File: src/rtl/fp_int_mac_vec_if.sv
// Vector-in / result-out handshake bundle for the multi-lane fp16 x intN MAC.
// The master side offers vectors and consumes results; the slave side is the MAC.
interface fp_int_mac_vec_if #(
  parameter int LANES     = 4,
  parameter int ACT_WIDTH = 16,
  parameter int MAX_PREC  = 8,
  parameter int ACC_WIDTH = 32
);
  logic                          in_valid;
  logic                          in_ready;
  logic [LANES*ACT_WIDTH-1:0]    act;
  logic [LANES*MAX_PREC-1:0]     w;
  logic [3:0]                    precision;
  logic                          first;
  logic                          last;
  logic [4:0]                    exp_set;
  logic signed [ACC_WIDTH-1:0]   acc_init;
  logic                          out_valid;
  logic                          out_ready;
  logic signed [ACC_WIDTH-1:0]   acc_out;
  logic [4:0]                    exp_out;
  logic [1:0]                    flags;

  modport master (
    output in_valid, act, w, precision, first, last, exp_set, acc_init, out_ready,
    input  in_ready, out_valid, acc_out, exp_out, flags
  );

  modport slave (
    input  in_valid, act, w, precision, first, last, exp_set, acc_init, out_ready,
    output in_ready, out_valid, acc_out, exp_out, flags
  );
endinterface

File: src/rtl/fp_int_mac_vec.sv
// Multi-lane fp16 x signed-intN MAC: bit-serial weights (MSB first), block-exponent
// alignment of lane products, and a saturating per-tile accumulator with valid/ready I/O.
module fp_int_mac_vec #(
  parameter int LANES     = 4,
  parameter int ACT_WIDTH = 16,
  parameter int MAX_PREC  = 8,
  parameter int ACC_WIDTH = 32
) (
  input logic               clk,
  input logic               rst,
  fp_int_mac_vec_if.slave   bus
);
  localparam int PW  = 12 + MAX_PREC;
  localparam int LW  = (LANES > 1) ? $clog2(LANES) : 0;
  localparam int SW  = PW + LW;
  localparam int XW  = ((ACC_WIDTH > SW) ? ACC_WIDTH : SW) + 1;
  localparam int PRW = $clog2(MAX_PREC + 1);

  localparam logic signed [SW-1:0]        TERM_MAX  = SW'((64'sd1 <<< (PW - 1)) - 64'sd1);
  localparam logic signed [PW-1:0]        ZERO_P    = '0;
  localparam logic signed [ACC_WIDTH-1:0] ACC_MAX   = {1'b0, {(ACC_WIDTH-1){1'b1}}};
  localparam logic signed [ACC_WIDTH-1:0] ACC_MIN   = {1'b1, {(ACC_WIDTH-1){1'b0}}};
  localparam logic signed [XW-1:0]        ACC_MAX_X = XW'(ACC_MAX);
  localparam logic signed [XW-1:0]        ACC_MIN_X = XW'(ACC_MIN);

  typedef enum logic [2:0] {S_IDLE, S_MUL, S_SUM, S_ACC, S_OUT} state_e;

  function automatic logic [PRW-1:0] clamp_prec(input logic [3:0] p);
    if (int'(p) < 2)        return PRW'(2);
    if (int'(p) > MAX_PREC) return PRW'(MAX_PREC);
    return PRW'(p);
  endfunction

  // Lanes whose exponent exceeds the block exponent cannot be represented and clamp.
  function automatic logic signed [SW-1:0] align_term(input logic [4:0] e,
                                                      input logic [4:0] eb,
                                                      input logic signed [PW-1:0] p);
    logic signed [SW-1:0] pw;
    pw = SW'(p);
    if (e == 5'd0 || e == 5'd31) return '0;
    if (e > eb) return (p < 0) ? -TERM_MAX : TERM_MAX;
    return pw >>> (eb - e);
  endfunction

  function automatic logic sat_hit(input logic signed [XW-1:0] v);
    return (v > ACC_MAX_X) || (v < ACC_MIN_X);
  endfunction

  function automatic logic signed [ACC_WIDTH-1:0] sat_acc(input logic signed [XW-1:0] v);
    if (v > ACC_MAX_X) return ACC_MAX;
    if (v < ACC_MIN_X) return ACC_MIN;
    return v[ACC_WIDTH-1:0];
  endfunction

  state_e                       state_q, state_d;
  logic [PRW-1:0]               cnt_q;
  logic [PRW-1:0]               p_q;
  logic [PRW-1:0]               prec_c;
  logic                         accept;
  logic                         last_q;
  logic [LANES*ACT_WIDTH-1:0]   act_q;
  logic [MAX_PREC-1:0]          w_q    [LANES];
  logic signed [PW-1:0]         prod_q [LANES];
  logic signed [PW-1:0]         prod_d [LANES];
  logic signed [PW-1:0]         sig;
  logic signed [PW-1:0]         pp;
  logic                         wbit;
  logic [4:0]                   ex;
  logic signed [SW-1:0]         lane_sum;
  logic                         lane_ovf;
  logic                         lane_nan;
  logic signed [SW-1:0]         sum_q;
  logic [1:0]                   sflg_q;
  logic signed [ACC_WIDTH-1:0]  acc_q;
  logic [4:0]                   exp_q;
  logic [1:0]                   flg_q;
  logic signed [XW-1:0]         acc_x;
  logic                         acc_hit;
  logic signed [ACC_WIDTH-1:0]  acc_new;
  logic [1:0]                   flg_new;
  logic signed [ACC_WIDTH-1:0]  acc_out_q;
  logic [4:0]                   exp_out_q;
  logic [1:0]                   flags_q;

  assign accept        = (state_q == S_IDLE) && bus.in_valid;
  assign prec_c        = clamp_prec(bus.precision);
  assign bus.in_ready  = (state_q == S_IDLE);
  assign bus.out_valid = (state_q == S_OUT);
  assign bus.acc_out   = acc_out_q;
  assign bus.exp_out   = exp_out_q;
  assign bus.flags     = flags_q;

  always_ff @(posedge clk) begin
    if (rst) state_q <= S_IDLE;
    else     state_q <= state_d;
  end

  always_comb begin
    state_d = state_q;
    unique case (state_q)
      S_IDLE:  if (bus.in_valid) state_d = S_MUL;
      S_MUL:   if (cnt_q == p_q - PRW'(1)) state_d = S_SUM;
      S_SUM:   state_d = S_ACC;
      S_ACC:   state_d = last_q ? S_OUT : S_IDLE;
      S_OUT:   if (bus.out_ready) state_d = S_IDLE;
      default: state_d = S_IDLE;
    endcase
  end

  // MUL stage: first weight bit is the two's-complement sign bit, sign of the
  // activation folds in on the final bit.
  always_comb begin
    sig  = '0;
    wbit = 1'b0;
    pp   = '0;
    for (int l = 0; l < LANES; l++) begin
      sig  = {{(PW-11){1'b0}}, 1'b1, act_q[l*ACT_WIDTH +: 10]};
      wbit = w_q[l][MAX_PREC-1];
      if (cnt_q == '0) pp = wbit ? -sig : ZERO_P;
      else             pp = (prod_q[l] <<< 1) + (wbit ? sig : ZERO_P);
      if ((cnt_q == p_q - PRW'(1)) && act_q[l*ACT_WIDTH + 15]) pp = -pp;
      prod_d[l] = pp;
    end
  end

  // SUM stage: align every lane to the block exponent and add exactly.
  always_comb begin
    lane_sum = '0;
    lane_ovf = 1'b0;
    lane_nan = 1'b0;
    ex       = '0;
    for (int l = 0; l < LANES; l++) begin
      ex       = act_q[l*ACT_WIDTH + 10 +: 5];
      lane_sum = lane_sum + align_term(ex, exp_q, prod_q[l]);
      if (ex == 5'd31)                    lane_nan = 1'b1;
      else if (ex != 5'd0 && ex > exp_q)  lane_ovf = 1'b1;
    end
  end

  // ACC stage: saturating accumulate in a width that cannot wrap.
  always_comb begin
    acc_x   = XW'(acc_q) + XW'(sum_q);
    acc_hit = sat_hit(acc_x);
    acc_new = sat_acc(acc_x);
    flg_new = flg_q | sflg_q | {1'b0, acc_hit};
  end

  always_ff @(posedge clk) begin
    if (rst) begin
      cnt_q     <= '0;
      acc_q     <= '0;
      exp_q     <= 5'd15;
      flg_q     <= '0;
      acc_out_q <= '0;
      exp_out_q <= 5'd15;
      flags_q   <= '0;
    end else begin
      if (accept) begin
        cnt_q <= '0;
        if (bus.first) begin
          acc_q <= bus.acc_init;
          exp_q <= bus.exp_set;
          flg_q <= '0;
        end
      end
      if (state_q == S_MUL) cnt_q <= cnt_q + PRW'(1);
      if (state_q == S_ACC) begin
        acc_q <= acc_new;
        flg_q <= flg_new;
        if (last_q) begin
          acc_out_q <= acc_new;
          exp_out_q <= exp_q;
          flags_q   <= flg_new;
        end
      end
    end
  end

  // Weights are left-aligned so the P-bit field's sign bit is always the MSB.
  always_ff @(posedge clk) begin
    if (accept) begin
      act_q  <= bus.act;
      last_q <= bus.last;
      p_q    <= prec_c;
      for (int l = 0; l < LANES; l++)
        w_q[l] <= bus.w[l*MAX_PREC +: MAX_PREC] << (MAX_PREC - int'(prec_c));
    end
    if (state_q == S_MUL) begin
      for (int l = 0; l < LANES; l++) begin
        prod_q[l] <= prod_d[l];
        w_q[l]    <= w_q[l] << 1;
      end
    end
    if (state_q == S_SUM) begin
      sum_q  <= lane_sum;
      sflg_q <= {lane_nan, lane_ovf};
    end
  end
endmodule
File: src/flat_wrapper.sv
// flat-port wrapper written by rule: the top's interface ports become plain ports
module fp_int_mac_vec_flat 
#(
  parameter int LANES     = 4,
  parameter int ACT_WIDTH = 16,
  parameter int MAX_PREC  = 8,
  parameter int ACC_WIDTH = 32
)
  (clk, rst, bus_in_valid, bus_act, bus_w, bus_precision, bus_first, bus_last, bus_exp_set, bus_acc_init, bus_out_ready, bus_in_ready, bus_out_valid, bus_acc_out, bus_exp_out, bus_flags);
  fp_int_mac_vec_if #(.LANES(LANES), .ACT_WIDTH(ACT_WIDTH), .MAX_PREC(MAX_PREC), .ACC_WIDTH(ACC_WIDTH)) bus_i ();
  input logic clk;
  input logic rst;
  input wire logic [$bits(bus_i.in_valid)-1:0] bus_in_valid;
  input wire logic [$bits(bus_i.act)-1:0] bus_act;
  input wire logic [$bits(bus_i.w)-1:0] bus_w;
  input wire logic [$bits(bus_i.precision)-1:0] bus_precision;
  input wire logic [$bits(bus_i.first)-1:0] bus_first;
  input wire logic [$bits(bus_i.last)-1:0] bus_last;
  input wire logic [$bits(bus_i.exp_set)-1:0] bus_exp_set;
  input wire logic [$bits(bus_i.acc_init)-1:0] bus_acc_init;
  input wire logic [$bits(bus_i.out_ready)-1:0] bus_out_ready;
  output wire logic [$bits(bus_i.in_ready)-1:0] bus_in_ready;
  output wire logic [$bits(bus_i.out_valid)-1:0] bus_out_valid;
  output wire logic [$bits(bus_i.acc_out)-1:0] bus_acc_out;
  output wire logic [$bits(bus_i.exp_out)-1:0] bus_exp_out;
  output wire logic [$bits(bus_i.flags)-1:0] bus_flags;
  assign bus_i.in_valid = bus_in_valid;
  assign bus_i.act = bus_act;
  assign bus_i.w = bus_w;
  assign bus_i.precision = bus_precision;
  assign bus_i.first = bus_first;
  assign bus_i.last = bus_last;
  assign bus_i.exp_set = bus_exp_set;
  assign bus_i.acc_init = bus_acc_init;
  assign bus_i.out_ready = bus_out_ready;
  assign bus_in_ready = bus_i.in_ready;
  assign bus_out_valid = bus_i.out_valid;
  assign bus_acc_out = bus_i.acc_out;
  assign bus_exp_out = bus_i.exp_out;
  assign bus_flags = bus_i.flags;
  fp_int_mac_vec #(.LANES(LANES), .ACT_WIDTH(ACT_WIDTH), .MAX_PREC(MAX_PREC), .ACC_WIDTH(ACC_WIDTH)) u_core (.clk(clk), .rst(rst), .bus(bus_i));
endmodule
File: config.mk
export PLATFORM = sky130hd
export DESIGN_NAME = fp_int_mac_vec_flat
export DESIGN_NICKNAME = d
export VERILOG_FILES = /design/src/rtl/fp_int_mac_vec_if.sv /design/src/rtl/fp_int_mac_vec.sv /design/src/flat_wrapper.sv
export SDC_FILE = /design/constraint.sdc
export NUM_CORES = 1
export LEC_CHECK = 0
export BUFFER_PORTS_ARGS = -buffer_cell sky130_fd_sc_hd__buf_2
export CELL_PAD_IN_SITES_DETAIL_PLACEMENT = 2
export CELL_PAD_IN_SITES_GLOBAL_PLACEMENT = 2
export CORE_UTILIZATION = 38
export DETAILED_ROUTE_END_ITERATION = 16
export PLACE_DENSITY_LB_ADDON = 0.1
export SYNTH_ARGS = -nofsm -noshare
export SYNTH_HDL_FRONTEND = slang
export SYNTH_SLANG_ARGS = --single-unit
File: constraint.sdc
create_clock -name clk -period 7.6 [get_ports clk]
set_input_delay 0.38 -clock clk [delete_from_list [all_inputs] [get_ports clk]]
set_output_delay 0.38 -clock clk [all_outputs]
set_load 0.02 [all_outputs]
# Word-level counts from Yosys, hierarchy flattened

Memory sizes are Yosys's and may differ from the RTL's.
Index checks and enable logic that the tools add are counted.

Flip-flop bits (word level): 178
Bits in writable memories: 112
Input port bits: 143
Output and inout port bits: 41
Logic and storage cells: 201
Memories: 2

Memory list:

| memory        | words | width | rd ports | clocked after memory_dff | wr ports | RTL line             | RTL |
|---|---|---|---|---|---|---|---|
| u_core.prod_q | 4     | 20    | 4        | 0                        | 4        | fp_int_mac_vec.sv:63 | `logic signed [PW-1:0] prod_q [LANES];` |
| u_core.w_q    | 4     | 8     | 4        | 0                        | 4        | fp_int_mac_vec.sv:62 | `logic [MAX_PREC-1:0] w_q [LANES];` |

Add/subtract/negate cells: 23
$lt $le $gt $ge: 12
Eq/ne operators: 12
Shifts and indexed selects: 8
Muxes and demuxes: 92
Bitwise logic cells: 6
Reduce and logical (&&, ||, !) cells: 32

Operators with widths:

| operator                                                                | number |
|---|---|
| 22-bit 2-to-1 mux                                                       | 20 |
| 20-bit 2-to-1 mux                                                       | 12 |
| 32-bit 2-to-1 mux                                                       | 7 |
| 8-bit by 32-bit left shift with 8-bit output                            | 4 |
| 20-bit by 5-bit >>> shifter with 22-bit output                          | 4 |
| 20-bit adder                                                            | 4 |
| 20-bit by 1-bit < comparator with 1-bit output (second input constant)  | 4 |
| 11-bit negator with 20-bit output                                       | 4 |
| 20-bit negator                                                          | 4 |
| 22-bit adder                                                            | 3 |
| 11-bit 2-to-1 mux                                                       | 4 |
| 32-bit by 22-bit adder with 33-bit output                               | 1 |
| 33-bit by 32-bit > comparator with 1-bit output (second input constant) | 1 |
| 33-bit by 32-bit < comparator with 1-bit output (second input constant) | 1 |
| 8-bit 2-to-1 mux                                                        | 4 |
| 1-bit 2-to-1 mux                                                        | 31 |
| 4-bit 2-to-1 mux                                                        | 6 |
| 5-bit equality test (second input constant)                             | 4 |
| 5-bit > comparator                                                      | 4 |
| 5-bit logical NOT                                                       | 4 |
| 5-bit nonzero test                                                      | 4 |
| 5-bit subtractor                                                        | 4 |
| 3-bit case mux with 5 select lines                                      | 1 |
| 3-bit 2-to-1 mux                                                        | 4 |
| 23 further kinds                                                        | 46 |

# Logic depth before layout (Yosys ltp)

Depth in word-level cells: 10
Depth in mapped cells: 26
Depth with buffers taken out: 25

# Worst setup path after synthesis

No wires, ideal clock.

Path type: reg2reg
Start point: reg u_core.exp_q[1]
End point: reg u_core.sum_q[21] (data pin)
Library setup time: 261 ps
Arrival time: 6034 ps
Data required time: 7339 ps
Setup slack: 1305 ps
Stages on the path, launching flop included: 26
Buffers on the path: 2
Clock period less this slack: 6295 ps
Cell sequence: dfxtp_1 -> inv_1 -> fa_1 -> clkbuf_1 -> buf_1 -> mux2i_1 -> nand2_1 -> o21ai_0 -> nor2_1 -> a211oi_1 -> a211oi_1 -> o311ai_0 -> fa_1 -> fa_1 -> inv_1 -> ha_1 -> fa_1 -> a21o_1 -> a21oi_1 -> o21ai_0 -> nor2b_1 -> a21o_1 -> nand2b_1 -> a31oi_1 -> o21ai_0 -> xnor2_1

Cells in the longest elaborated chain, start to end: 8
Elaborated cells between the ends (all ways): 35
Classes of those cells: add/sub: 7; order compare: 4; shift: 4; mux: 20

Ends and longest elaborated chain:

| item                                                                 | RTL line              | RTL |
|---|---|---|
| start: declaration                                                   | fp_int_mac_vec.sv:75  | `logic [4:0] exp_q;` |
| start signal: assignment                                             | fp_int_mac_vec.sv:162 | `exp_q <= bus.exp_set;` |
| parallel branches: the longest is 7 deep, another holds 22-bit adder | -                     |  |
| 22-bit adder *                                                       | fp_int_mac_vec.sv:134 | `lane_sum = lane_sum + align_term(ex, exp_q, prod_q[l]);` |
| net u_core.lane_sum[21]                                              | fp_int_mac_vec.sv:69  | `logic signed [SW-1:0] lane_sum;` |
| end signal: assignment                                               | fp_int_mac_vec.sv:195 | `sum_q <= lane_sum;` |
| end: declaration                                                     | fp_int_mac_vec.sv:72  | `logic signed [SW-1:0] sum_q;` |

Mark *: on every way through the listed nets, which the timed path passes. The select of a mux whose other input is x is not followed.
A chain may end at the register's enable or synchronous reset.

# Worst setup path in the final report

Ends and elaborated chain as after synthesis.

==> impl_summary.md <==
Flow run
The total of max-cap violations is 0.

Die
For this configuration, the core starts out at a cell density of 38.45%. The floorplan core area is 67280 um^2. The overall die area is 69120 um^2.

The row count is 95. The I/O pin count is between 150 and 200. The die is around 260 um wide. Measured along the y axis, the die boundary spans 262.9 um.

STA
The count of endpoints failing hold in the final timing report is 0. Measured against its own limit, the worst slew margin works out to 31.41%. The number of pins with negative max-slew slack in the final report is 0.

Setup repair after global routing left no endpoint under its margin. Setup violations remaining at the end of the flow were counted as 0. The minimum clock period is 7.024 ns. For the pin with the worst max-slew slack, the measured transition is 1.029 ns. After layout, the worst path uses just over 90% of the clock period. The least setup slack across all paths after layout is about 0.58 ns. In the final timing run, aggregate negative setup slack is 0 ns. The worst setup skew after layout is 0.02171 ns. The fmax is between 100 and 150 MHz.

Finish
The area growth from synthesis to layout is 13.79%. The ratio of cells with drive above 1 in the final layout is 12.01%. In the final design database the tool counted about 3500 nets. After filler insertion, the fill cell instance count of the layout stands at roughly 7400. Cells fill 43.75% of the core in the end. Summing all multi-input logic gate instances after layout gives roughly 17000 um^2. The library cell used most frequently in the layout, excluding fill and tap cells, is nand2_1. The area used by sequential logic in the layout is 7828 um^2. The final instance count without filler cells is 4120. The antenna diode count is 0.

In the layout the commonest cells are 331 x nand2_1, 281 x a21oi_1, 220 x nor2_1.

Synthesis
The count of mapped cells out of synthesis is 3049. The Yosys step of the flow raised 0 warnings. After Yosys synthesis, and, or, nand and nor cells account for 18.93% of the synthesized area. The mean post-synth cell area is 8.484 um^2.

The dominant combinational cell family by area after synthesis is compound AO/OA/AOI/OAI gates. The proportion of synthesized area in mux cells is 5.809%. The synthesized netlist devotes 22.90% of its cell area to compound gates. The adder and majority cell fraction of the synthesized area is 10.07%. The number of enable flip-flop cells after synthesis is 202.

In the synthesized netlist the dominant register cell turns out to be edfxtp_1. Synthesis inferred 290 register bits. In the synthesized netlist the async set-or-reset flop fraction comes to 0%. In this run the cell area of the synthesized design comes to 25870 um^2. The sequential cell area fraction in the yosys report is 30.26%. The count of different cell masters after synthesis is between 90 and 100. The fraction of synthesized cell area in xor and xnor cells is 7.279%.

The number of nets in the synthesized netlist is 3367.

Route
The count of antenna-violating nets left after detailed routing is 0. The pre-antenna-repair detailed-routing pass consisted of 7 iterations. For this block, the initial DRC count from the detailed router was 1220.

Summing over every cut layer, the via total after detailed routing is 24458. Dividing the detail-routed wire length by the instance count gives 23.80 um. The number of DRC violations after detailed routing is 0. In the routed layout, each cell is associated on average with a via count of 5.936.

The final layout contains routed wiring with a total length of 98070 um.

Setup path
For the worst setup path, the data arrival time is 7.35 ns. The required time of the worst setup path is a little under 8 ns. In this run the worst path has a maximum fanout of 20. STA classifies the critical path startpoint as a flip-flop. The capturing element type of the critical path is a flip-flop. The classification of the worst setup path is reg2reg.

Power
Power spread over the standard cell area amounts to 305.0 nW/um^2. The total power consumption of the routed design is ~9.0 mW. The worst-case IR drop observed on VDD is around 220 uV.

The leakage power total is 11.75 nW.

Placement
OpenSTA, run right after detailed placement, puts the worst setup slack at 0.6277 ns. After detailed placement, the design holds a cell count of 3993. Input and output buffers added on the ports amount to 183. The detailed placement HPWL is 74960 um.

The routability congestion estimate is between 0.8 and 0.9.

Clock tree
The root buffer cell is clkbuf_16. The post-cts gate resize count is 0. The H-tree generated during clock tree synthesis spans 2 levels.

No sink is reached through more buffers than the 3 on the longest clock path. The clock slew at the register clock pins of the worst setup and hold paths is roughly 0.060 ns. Once the clock tree was built, the setup fixing pass inserted 0 buffers. CTS saw between 200 and 300 sinks. For this design, the CTS-stage hold fixing added 55 buffers.

The later pin in the worst-skew pair is clocked with a latency of 0.58 ns. The number of buffers added by the clock tree synthesis step is 40. TritonCTS built the clock tree.

Global routing
The first-pass GRT wire length is 155200 um. The number of global-route vias before repair was 26748. Entering global routing, the biggest net connects 80 pins. The overflow left after global routing is 0. Global routing used 27.93% of the available tracks. The number of antenna violations at the first check in global routing is 0.

Outcome
The flow ran to the end, and the final reports show no timing, DRC or antenna violations.

Min path
The worst min-delay path category is in2reg.
[area by class of cell]
class,count,share of cell area (%)
flip-flops and latches,290,26.59
repair buffers,287,6.231
clock buffers,57,3.902
inverters,145,1.866
clock inverters,15,0.4973
multi-input cells,2453,57.20
well taps,873,3.711
[Yosys cell counts (48+ instances only)]
cell,number,share of area [%]
and3_1,48,1.2
fa_1,50,3.9
nor2_1,221,3.2
xnor2_1,132,4.5
ha_1,125,6.0
clkbuf_1,133,1.9
nand3_1,113,2.2
nand2_1,331,4.8
a31oi_1,54,1.3
a211oi_1,75,2.2
mux2i_1,68,2.6
edfxtp_1,202,23
nor3_1,69,1.3
inv_1,141,2.0
o21ai_0,213,4.1
xor2_1,83,2.8
a21oi_1,281,5.4
and2_1,51,1.2
dfxtp_1,88,6.8
[worst paths after layout]
kind	from	endpoint	slack, ns	cells after the start
worst max-delay path	u_core.exp_q[1]	u_core.sum_q[21]	0.58	21
worst min-delay path	bus_act[28]	u_core.act_q[28]	0.03	1
worst max register to register	u_core.exp_q[1]	u_core.sum_q[21]	0.58	21
worst min register to register	u_core.bus.acc_out[25]	u_core.bus.acc_out[25]	0.46	2
[kinds of logic after synthesis]
group	Yosys count
AOI/OAI and AO/OA	930
and+or+nand+nor	1017
DFF	290
xor gates and xnor gates	215
buffers and inverters	306
adders and majority gates	179
muxes	112
[per-layer routing]
| layer | up-vias | track usage, % | part of all wire, % |
|---|---|---|---|
| met4 | 0 | 5.469 | 1.6 |
| met3 | 88 | 2.746 | 2.7 |
| li1 | 11539 | - | - |
| met2 | 336 | 50.00 | 50 |
| met1 | 12495 | 36.43 | 45 |
| met5 | - | 0 | 0 |
[critical path, stage by stage (launching register included)]
cell,delay [ns]
dfxtp_1,0.43
inv_1,0.30
fa_1,0.83
buf_4,0.34
mux4_2,0.36
mux2i_1,0.22
a211oi_1,0.11
o311ai_0,0.65
fa_1,0.57
fa_1,0.55
inv_1,0.04
ha_1,0.21
fa_1,0.42
a21o_1,0.20
a21oi_1,0.29
o21ai_0,0.12
nor2b_1,0.18
a21o_1,0.21
nand2b_1,0.15
a31oi_1,0.26
o21ai_0,0.17
xnor2_1,0.15
[flip-flops by register name, summed over array words and instances, names as in the netlist, 3 cells and up]
| name | cells |
|---|---|
| u_core.acc_q | 32 |
| u_core.act_q | 64 |
| u_core.bus.acc_out | 32 |
| u_core.bus.exp_out | 5 |
| u_core.cnt_q | 4 |
| u_core.exp_q | 5 |
| u_core.p_q | 4 |
| u_core.prod_q | 80 |
| u_core.state_q | 3 |
| u_core.sum_q | 22 |
| u_core.w_q | 32 |
[power breakdown]
part           leakage, nW  internal (mW)  total, mW  switching (mW)
logic                 8.48           1.89       4.81            2.92
registers             2.66           2.06       2.25           0.197
clock network        0.619           1.12       1.92           0.794
[per-stage QoR]
stage	instance area, um^2	hold slack [ns]
global placement	27590	0.4481
detailed placement	27590	0.4585
floorplan	25870	0.4629
CTS	29440	0.002549
global route	29440	0.004199
finish	29440	0.03086
No activity file was read; power rests on OpenSTA's default activity.
